**src/rtl/rf_write_arbiter.sv**
```systemverilog
// Register-file write-port arbiter: pipeline writeback has priority, long-unit results queue in a
// small FIFO, and a scoreboard of outstanding long-unit destinations drives the decode stall.
// Optional same-cycle bypass of an idle port is enabled by defining RFARB_BYPASS_EN.
module rf_write_arbiter #(
  parameter int unsigned DEPTH = 2
) (
  input  logic        clk,
  input  logic        rst_n,
  input  logic        rd_write_w,
  input  logic [4:0]  rd_w,
  input  logic [31:0] rd_data_w,
  input  logic        lu_valid,
  input  logic [4:0]  lu_rd,
  input  logic [31:0] lu_data,
  output logic        lu_ready,
  input  logic        issue_valid,
  input  logic [4:0]  issue_rd,
  input  logic [4:0]  rs1_d,
  input  logic [4:0]  rs2_d,
  input  logic [4:0]  rd_d,
  output logic        hazard_d,
  output logic        bubble_req,
  output logic        rf_we,
  output logic [4:0]  rf_waddr,
  output logic [31:0] rf_wdata
);

  localparam int unsigned PtrW = (DEPTH > 1) ? $clog2(DEPTH) : 1;
  localparam int unsigned CntW = PtrW + 1;
  localparam logic [CntW-1:0] Full = CntW'(DEPTH);

  typedef struct packed {
    logic [4:0]  rd;
    logic [31:0] data;
  } entry_t;

  entry_t          mem_q [DEPTH];
  logic [PtrW-1:0] wr_ptr_q, wr_ptr_d;
  logic [PtrW-1:0] rd_ptr_q, rd_ptr_d;
  logic [CntW-1:0] count_q, count_d;
  logic            bubble_q;
  logic [31:0]     pending_q, pending_d;

  logic pipe_win, accept, fifo_empty, push, pop, bypass;
  logic clr_en;
  logic [4:0] clr_rd;

  // rst_n gates the combinational paths so the outputs hold their reset values while reset is low.
  assign pipe_win   = rst_n && rd_write_w && (rd_w != 5'd0);
  assign lu_ready   = (count_q != Full);
  assign accept     = rst_n && lu_valid && lu_ready;
  assign fifo_empty = (count_q == '0);
  assign pop        = !pipe_win && !fifo_empty;
`ifdef RFARB_BYPASS_EN
  assign bypass     = accept && (lu_rd != 5'd0) && fifo_empty && !pipe_win;
`else
  assign bypass     = 1'b0;
`endif
  // x0 results are accepted but never stored.
  assign push       = accept && (lu_rd != 5'd0) && !bypass;

  always_comb begin
    rf_we    = 1'b0;
    rf_waddr = 5'd0;
    rf_wdata = 32'd0;
    clr_en   = 1'b0;
    clr_rd   = 5'd0;
    if (pipe_win) begin
      rf_we    = 1'b1;
      rf_waddr = rd_w;
      rf_wdata = rd_data_w;
    end else if (pop) begin
      rf_we    = 1'b1;
      rf_waddr = mem_q[rd_ptr_q].rd;
      rf_wdata = mem_q[rd_ptr_q].data;
      clr_en   = 1'b1;
      clr_rd   = mem_q[rd_ptr_q].rd;
    end else if (bypass) begin
      rf_we    = 1'b1;
      rf_waddr = lu_rd;
      rf_wdata = lu_data;
      clr_en   = 1'b1;
      clr_rd   = lu_rd;
    end
  end

  always_comb begin
    wr_ptr_d = push ? wr_ptr_q + PtrW'(1) : wr_ptr_q;
    rd_ptr_d = pop  ? rd_ptr_q + PtrW'(1) : rd_ptr_q;
    count_d  = count_q;
    if (push && !pop) begin
      count_d = count_q + CntW'(1);
    end else if (pop && !push) begin
      count_d = count_q - CntW'(1);
    end
  end

  // Set is applied after clear so a same-register set wins.
  always_comb begin
    pending_d = pending_q;
    if (clr_en) begin
      pending_d[clr_rd] = 1'b0;
    end
    if (issue_valid && (issue_rd != 5'd0)) begin
      pending_d[issue_rd] = 1'b1;
    end
    pending_d[0] = 1'b0;
  end

  assign hazard_d   = pending_q[rs1_d] | pending_q[rs2_d] | pending_q[rd_d];
  assign bubble_req = bubble_q;

  always_ff @(posedge clk or negedge rst_n) begin
    if (!rst_n) begin
      wr_ptr_q  <= '0;
      rd_ptr_q  <= '0;
      count_q   <= '0;
      bubble_q  <= 1'b0;
      pending_q <= '0;
    end else begin
      wr_ptr_q  <= wr_ptr_d;
      rd_ptr_q  <= rd_ptr_d;
      count_q   <= count_d;
      bubble_q  <= (count_d == Full);
      pending_q <= pending_d;
    end
  end

  always_ff @(posedge clk) begin
    if (push) begin
      mem_q[wr_ptr_q] <= '{rd: lu_rd, data: lu_data};
    end
  end

endmodule
```
**config.mk**
```make
export PLATFORM = sky130hd
export DESIGN_NAME = rf_write_arbiter
export DESIGN_NICKNAME = d
export VERILOG_FILES = /design/src/rtl/rf_write_arbiter.sv
export SDC_FILE = /design/constraint.sdc
export NUM_CORES = 1
export LEC_CHECK = 0
export CAP_MARGIN = 10
export CORE_MARGIN = 1
export CORE_UTILIZATION = 45
export DETAILED_ROUTE_END_ITERATION = 10
export GPL_ROUTABILITY_DRIVEN = 0
export PLACE_DENSITY = 0.77
export REMOVE_ABC_BUFFERS = 1
export SETUP_SLACK_MARGIN = 0.15
export SLEW_MARGIN = 20
export SYNTH_ARGS = -nofsm -noshare
export SYNTH_HDL_FRONTEND = slang
export SYNTH_SLANG_ARGS = --single-unit
```
**constraint.sdc**
```tcl
create_clock -name clk -period 2.75 [get_ports clk]
set_input_delay 0.55 -clock clk [delete_from_list [all_inputs] [get_ports clk]]
set_output_delay 0.55 -clock clk [all_outputs]
set_load 0.005 [all_outputs]
```
After elaboration in Yosys (flattened, before gate mapping)
Memories as Yosys holds them, arrays and structs flattened.
Index checks and enable logic that the tools add are counted.
W data, S select, Z words.
{ "totals": {"n_memories": 1, "out_inout_bits": 41, "mem_bits_rw": 74, "word_cells": 67, "inputBits": 99, "ff_bits": 36} }
{ "classes": {"n_addsub": 4, "eq_ne": 2, "n_lt_le_gt_ge": 7, "n_mux": 24, "bitwise_logic": 5, "n_reduce_logical": 19} }
{ "mem_list": {"columns": ["memory", "words", "word_bits", "rd", "rd_ports_with_merged_regs", "wr", "line_no", "rtl"], "rows": [
  ["mem_q", 2, 37, 1, 0, 1, "37", "entry_t mem_q [DEPTH];"]
]} }
{ "ops": {"columns": ["cell", "n"], "rows": [
  ["$mux W32", 4],
  ["$and A32 B32 Y32", 1],
  ["$not A32 Y32", 1],
  ["$or A32 B32 Y32", 1],
  ["$lt A5 B6 Y1 const B", 5],
  ["$bmux W1 S5", 3],
  ["$mux W5", 3],
  ["$reduce_bool A5 Y1", 3],
  ["$logic_and A1 B1 Y1", 11],
  ["$demux W1 S5", 2],
  ["$ge A5 B1 Y1 const B", 2],
  ["$mux W1", 10],
  ["$logic_not A1 Y1", 4],
  ["$mux W2", 2],
  ["$add A1 B1 Y1 const B", 2],
  ["$add A2 B1 Y2 const B", 1],
  ["$eq A2 B2 Y1 const B", 1],
  ["$logic_not A2 Y1", 1],
  ["$ne A2 B2 Y1 const B", 1],
  ["$or A1 B1 Y1", 2],
  ["$sub A2 B1 Y2 const B", 1]
]} }

Logic depth before layout (Yosys ltp)
{ "logic_depth": {"ltp_word": 15, "depth_mapped": 7, "ltp_nobuf": 7} }

Least setup slack after synthesis
Ideal clock, no wire load.
{ "synth_path": {"path_kind": "input-to-reg", "startpoint": "input lu_rd[3]", "endpoint": "memory mem_q[0][0] (netlist bit), enable pin", "t_required_ns": 2.319, "setup_time_ns": 0.431, "stages": 3, "slack_ns": -0.135, "arrival_ns": 2.454, "n_path_buf": 0, "cell_sequence": "or4_1 > o2111ai_2 > nor2_1"} }
{ "synth_via": {"elab_chain_len": 4} }
{ "synth_rtl": {"columns": ["item", "line_no", "rtl"], "rows": [
  ["from (decl)", "13", "input logic [4:0] lu_rd,"],
  ["$reduce_bool A5 Y1", "60", "assign push = accept && (lu_rd != 5'd0) && !bypass;"],
  ["$logic_and A1 B1 Y1", "60", null],
  ["$mux W1", "130", "if (push) begin"],
  ["$mux W1 (implied by the code)", "131", "mem_q[wr_ptr_q] <= '{rd: lu_rd, data: lu_data};"],
  ["to (decl)", "37", null]
]} }
Every way passes these cells.

Final worst setup path
{ "layout_path": {"startpoint": "input rd_w[1]", "endpoint": "output rf_wdata[5]"} }
{ "layout_via": {"elab_chain_len": 6} }
{ "layout_rtl": {"columns": ["item", "line_no", "rtl"], "rows": [
  ["from (decl)", "10", "input logic [4:0] rd_w,"],
  ["$reduce_bool A5 Y1 *", "49", "assign pipe_win = rst_n && rd_write_w && (rd_w != 5'd0);"],
  ["$logic_and A1 B1 Y1 *", "49", null],
  ["$logic_not A1 Y1", "53", "assign pop = !pipe_win && !fifo_empty;"],
  ["$logic_and A1 B1 Y1", "53", null],
  ["$mux W32", "72", "end else if (pop) begin"],
  ["$mux W32 *", "68", "if (pipe_win) begin"],
  ["to (decl)", "25", "output logic [31:0] rf_wdata"]
]} }
Every way passes the cells marked *; elsewhere a longest branch is shown, timed or not.

==> metrics.txt <==
# TYPE chip_impl_metric gauge
chip_impl_info{name="run_status",value="complete, but fails checks"} 1
chip_impl_info{name="violations_in_the_final_reports",value="setup timing"} 1
chip_impl_metric{name="final_min_period_over_clock_period",unit="%"} 105
chip_impl_metric{name="max_slew.worst_pin.slew",unit="ns"} 0.541
chip_impl_info{name="regToRegEndpoint",value="pending_q[20]"} 1
chip_impl_metric{name="synth_area_per_cell",unit="um^2"} 12.2
chip_impl_metric{name="synth-edff-count",unit=""} 74
chip_impl_info{name="crit_end",value="rf_wdata[5]"} 1
chip_impl_metric{name="timing.hold.ws",unit="ns"} 0.0674
chip_impl_metric{name="route.antenna.remaining_nets",unit=""} 0
chip_impl_metric{name="worstRegToRegCells",unit=""} 5
chip_impl_metric{name="net-switching-power",unit="mW"} 2.44
chip_impl_metric{name="timing.reg2reg.setup_slack",unit="ns"} 0.65
chip_impl_metric{name="die_footprint",unit="um^2"} 12600
chip_impl_metric{name="yosys.area.top_type_share",unit="%"} 40.5
chip_impl_metric{name="wire_per_inst",unit="um"} 21.2
chip_impl_metric{name="detailed_placement_hpwl",unit="mm"} 10.7
chip_impl_metric{name="first_pass_iters",unit=""} 5
chip_impl_info{name="synth_common_cells",value="sky130_fd_sc_hd__edfxtp_1 (74), sky130_fd_sc_hd__o21ai_1 (67), sky130_fd_sc_hd__mux2i_1 (54)"} 1
chip_impl_metric{name="area_growth_from_synthesis_to_layout",unit="%"} 46.6
chip_impl_metric{name="clock_latency",unit="ns"} 0.34
chip_impl_metric{name="h-tree-depth",unit=""} 3
chip_impl_metric{name="start_util",unit="%"} 47.0
chip_impl_metric{name="synthSimpleGateAreaFrac",unit="%"} 10.0
chip_impl_info{name="rsz_0062_raised_after_global_routing",value="true"} 1
chip_impl_metric{name="buffer_ports.inserted",unit=""} 139
chip_impl_metric{name="syn_area",unit="um^2"} 5480
chip_impl_metric{name="cts-buffers-inserted",unit=""} 9
chip_impl_metric{name="post_synthesis_cell_type_count",unit=""} 45
chip_impl_metric{name="core_area",unit="um^2"} 11700
chip_impl_metric{name="critical_path_buf_inv_count",unit=""} 6
chip_impl_info{name="synth.most_common_cell",value="sky130_fd_sc_hd__edfxtp_1"} 1
chip_impl_info{name="cp-end-kind",value="primary output"} 1
chip_impl_info{name="cp_cell_sequence",value="buf_6 -> or4_4 -> o211ai_1 -> buf_4 -> nand2_4 -> buf_6 -> buf_12 -> buf_16 -> o21ai_4 -> buf_2"} 1
chip_impl_metric{name="hold_violations",unit=""} 0
chip_impl_info{name="crit_slowest_cell",value="sky130_fd_sc_hd__or4_4"} 1
chip_impl_metric{name="die_width",unit="um"} 112
chip_impl_metric{name="power.share.sequential",unit="%"} 36.7
chip_impl_info{name="worst_path_dominant_cell_family",value="buffers and inverters"} 1
chip_impl_info{name="synthFlopType",value="sky130_fd_sc_hd__edfxtp_1"} 1
chip_impl_metric{name="vias_per_cell",unit=""} 6.00
chip_impl_metric{name="grt_usage",unit="%"} 27.0
chip_impl_metric{name="xor_xnor_portion_of_the_synthesized_cell_area",unit="%"} 0.639
chip_impl_metric{name="dieHeight",unit="um"} 112
chip_impl_metric{name="worst-endpoint-required",unit="ns"} 2.20
chip_impl_metric{name="maximum_number_of_pins_on_one_net_before_global_route_repair",unit=""} 39
chip_impl_info{name="crit_type",value="input pin to primary output"} 1
chip_impl_metric{name="remaining_drc_errors",unit=""} 0
chip_impl_metric{name="synth_compound_area_share",unit="%"} 12.4
chip_impl_metric{name="post-route-worst-setup-slack",unit="ns"} -0.138
chip_impl_metric{name="async_sr_flop_fraction",unit="%"} 32.7
chip_impl_metric{name="postRouteWirelength",unit="mm"} 16.6
chip_impl_info{name="critPathMostFrequentCell",value="sky130_fd_sc_hd__buf_6"} 1
chip_impl_info{name="worst_setup_path_start_kind",value="input pin"} 1
chip_impl_metric{name="finalSetupTns",unit="ns"} -3.50
chip_impl_metric{name="pwr_density_cell",unit="nW/um^2"} 877
chip_impl_metric{name="maxSlewHeadroom",unit="%"} 62.9
chip_impl_metric{name="power.internal",unit="mW"} 4.61
chip_impl_metric{name="num_rows",unit=""} 39
chip_impl_metric{name="switching_share",unit="%"} 34.6
chip_impl_metric{name="antenna_found_initial",unit=""} 0
chip_impl_info{name="cts_tree",value="yes"} 1
chip_impl_metric{name="dp_slack",unit="ns"} -0.600
chip_impl_metric{name="cp_num_cells",unit=""} 10
chip_impl_metric{name="ys_seq_area_share",unit="%"} 57.0
chip_impl_metric{name="share_clk_of_total_power",unit="%"} 19.1
chip_impl_info{name="hold_class",value="input pin to async pin"} 1
chip_impl_info{name="clk_root_buf",value="sky130_fd_sc_hd__clkbuf_16"} 1
chip_impl_metric{name="finalCriticalPeriod",unit="ns"} 2.89
chip_impl_metric{name="synthesis.instances",unit=""} 451
chip_impl_metric{name="timing.critical_path.slowest_cell_delay",unit="ns"} 0.54
chip_impl_info{name="synth_largest_area_cell",value="sky130_fd_sc_hd__edfxtp_1"} 1
chip_impl_info{name="synth.area.top_cells",value="sky130_fd_sc_hd__edfxtp_1 (41%), sky130_fd_sc_hd__dfrtp_1 (16%), sky130_fd_sc_hd__mux2i_1 (9.9%)"} 1
chip_impl_metric{name="boundaryPins",unit=""} 140
chip_impl_metric{name="worst-endpoint-arrival",unit="ns"} 2.34
chip_impl_metric{name="cts_hold_repair.buffers",unit=""} 0
chip_impl_metric{name="number_of_global_route_vias_before_repair",unit=""} 4846
chip_impl_metric{name="synth_seq_cells",unit=""} 110
chip_impl_metric{name="detailedRoute.firstIterationViolations",unit=""} 389
chip_impl_metric{name="layout_cells_sized_above_1",unit="%"} 29.2
chip_impl_metric{name="post_synth_mux_area_share",unit="%"} 17.1
chip_impl_metric{name="synth_warnings",unit=""} 0
chip_impl_metric{name="cts.sink_count",unit=""} 110
chip_impl_metric{name="clk_transition_reported_paths",unit="ns"} 0.07
chip_impl_info{name="worstReg2RegStart",value="rd_ptr_q"} 1
chip_impl_metric{name="timing.critical_path.fanout_max",unit=""} 6
chip_impl_metric{name="grt_pass1_wl",unit="mm"} 25.8
chip_impl_metric{name="overflow_left_after_global_routing",unit=""} 0
chip_impl_metric{name="ir_worst_vdd",unit="mV"} 0.598
chip_impl_metric{name="finalMaxSlewViolations",unit=""} 0
chip_impl_metric{name="num_vias",unit=""} 4703
chip_impl_metric{name="skew",unit="ns"} 0.00427
chip_impl_metric{name="clockBufferDepth",unit=""} 2
chip_impl_metric{name="total_leakage_power",unit="nW"} 3.13
chip_impl_metric{name="design.final.nets",unit=""} 737
chip_impl_info{name="cp-startpoint",value="rd_w[1]"} 1
chip_impl_metric{name="yosys.area_share.adder",unit="%"} 0.457
chip_impl_metric{name="layout.filler_cells",unit=""} 770
chip_impl_metric{name="timing.fmax",unit="MHz"} 346
chip_impl_metric{name="maxCapViolations",unit=""} 0
chip_impl_info{name="synth_top_family_by_area",value="multiplexers"} 1
chip_impl_metric{name="insertedDiodeCount",unit=""} 0
chip_impl_metric{name="power.share.combinational",unit="%"} 44.2
chip_impl_metric{name="setup_viol",unit=""} 38
[timing repair]
item	in CTS	in global routing
pin swaps	29	25
setup endpoints to repair	55	70
gates resized for setup	235	30
gates cloned	6	2
setup buffers	13	1
[power by group through the flow]
stage               clock network [mW]  logic (mW)  registers, mW
finish                            1.34        3.11           2.59
global route                      1.42        3.31           2.62
CTS                               1.36        2.94           2.56
detailed placement                   0        2.56           2.59
global placement                     0        2.51           2.55
floorplan                            0        1.34           2.52
[cell families (layout without fill, tap and decap cells)]
kind of cell	count (synthesis)	count (layout)
AO/OA/AOI/OAI	122	122
XOR/XNOR	4	4
adder cells (fa/ha/maj)	2	2
buffers and inverters	31	221
flip-flops	110	110
multiplexers	75	75
AND/OR/NAND/NOR	107	107
[cell usage in the layout, fill, tap and decap left out, drive strengths merged, types with 8 or more instances in the layout]
| master | netlist | layout |
|---|---|---|
| nor2 | 13 | 13 |
| mux4 | 14 | 14 |
| inv | 8 | 8 |
| o21ai | 98 | 98 |
| edfxtp | 74 | 74 |
| nand3 | 10 | 10 |
| buf | 7 | 99 |
| clkbuf | 16 | 15 |
| nand2 | 48 | 48 |
| clkdlybuf4s50 | 0 | 88 |
| dfrtp | 36 | 36 |
| mux2i | 54 | 54 |
[worst register-to-register path: cells and delay by family, from the launching register on]
kind	cells	cell delay (ns)
flops	1	0.49
mux	1	0.53
simple gates	2	0.67
compound gates	2	0.29
[worst min path at each step]
| stage | end | cells after the start | slack (ns) | from |
|---|---|---|---|---|
| after floorplan | bubble_req | 0 | 0.25 | rst_n |
| after global placement | bubble_req | 1 | 0.42 | rst_n |
| after detailed placement | bubble_req | 1 | 0.42 | rst_n |
| after CTS | wr_ptr_q | 1 | 0.06 | rst_n |
| after global routing | wr_ptr_q | 1 | 0.06 | rst_n |
| final | bubble_req | 1 | 0.07 | rst_n |
[through the flow]
stage	util [%]	instances	cell area, um^2	power (mW)
floorplan	-	428	5380	3.86
global placement	62.7	746	7320	5.06
detailed placement	62.7	746	7320	5.16
CTS	67.6	781	7890	6.85
global route	68.9	784	8040	7.35
finish	68.9	784	8040	7.04
[sequential cells by signal, indices dropped and copies added, names as in the netlist]
| signal | count |
|---|---|
| wr_ptr_q | 1 |
| pending_q | 31 |
| rd_ptr_q | 1 |
| bubble_req | 1 |
| count_q | 2 |
| mem_q | 74 |
[per-layer routing]
metal  wire length, um  part of all wire [%]  global-route usage (%)  vias to the layer above
met5                 0                     0                       0                        -
met4               567                   3.4                    12.2                        0
met3              1040                   6.3                    5.02                       46
met2              8620                    52                    47.8                      245
met1              6370                    38                    32.0                     2312
li1                  -                     -                       -                     2100
[area by class of cell]
cell class	count	area (um^2)	share of cell area, %
Clock buffer	12	236	2.94
Clock inverter	4	71.3	0.888
Inverter	8	30.0	0.374
Multi-Input combinational cell	310	2460	30.6
Sequential cell	110	3130	38.9
Tap cell	143	179	2.23
Timing Repair Buffer	197	1930	24.0
No activity file was read; power rests on OpenSTA's default activity.
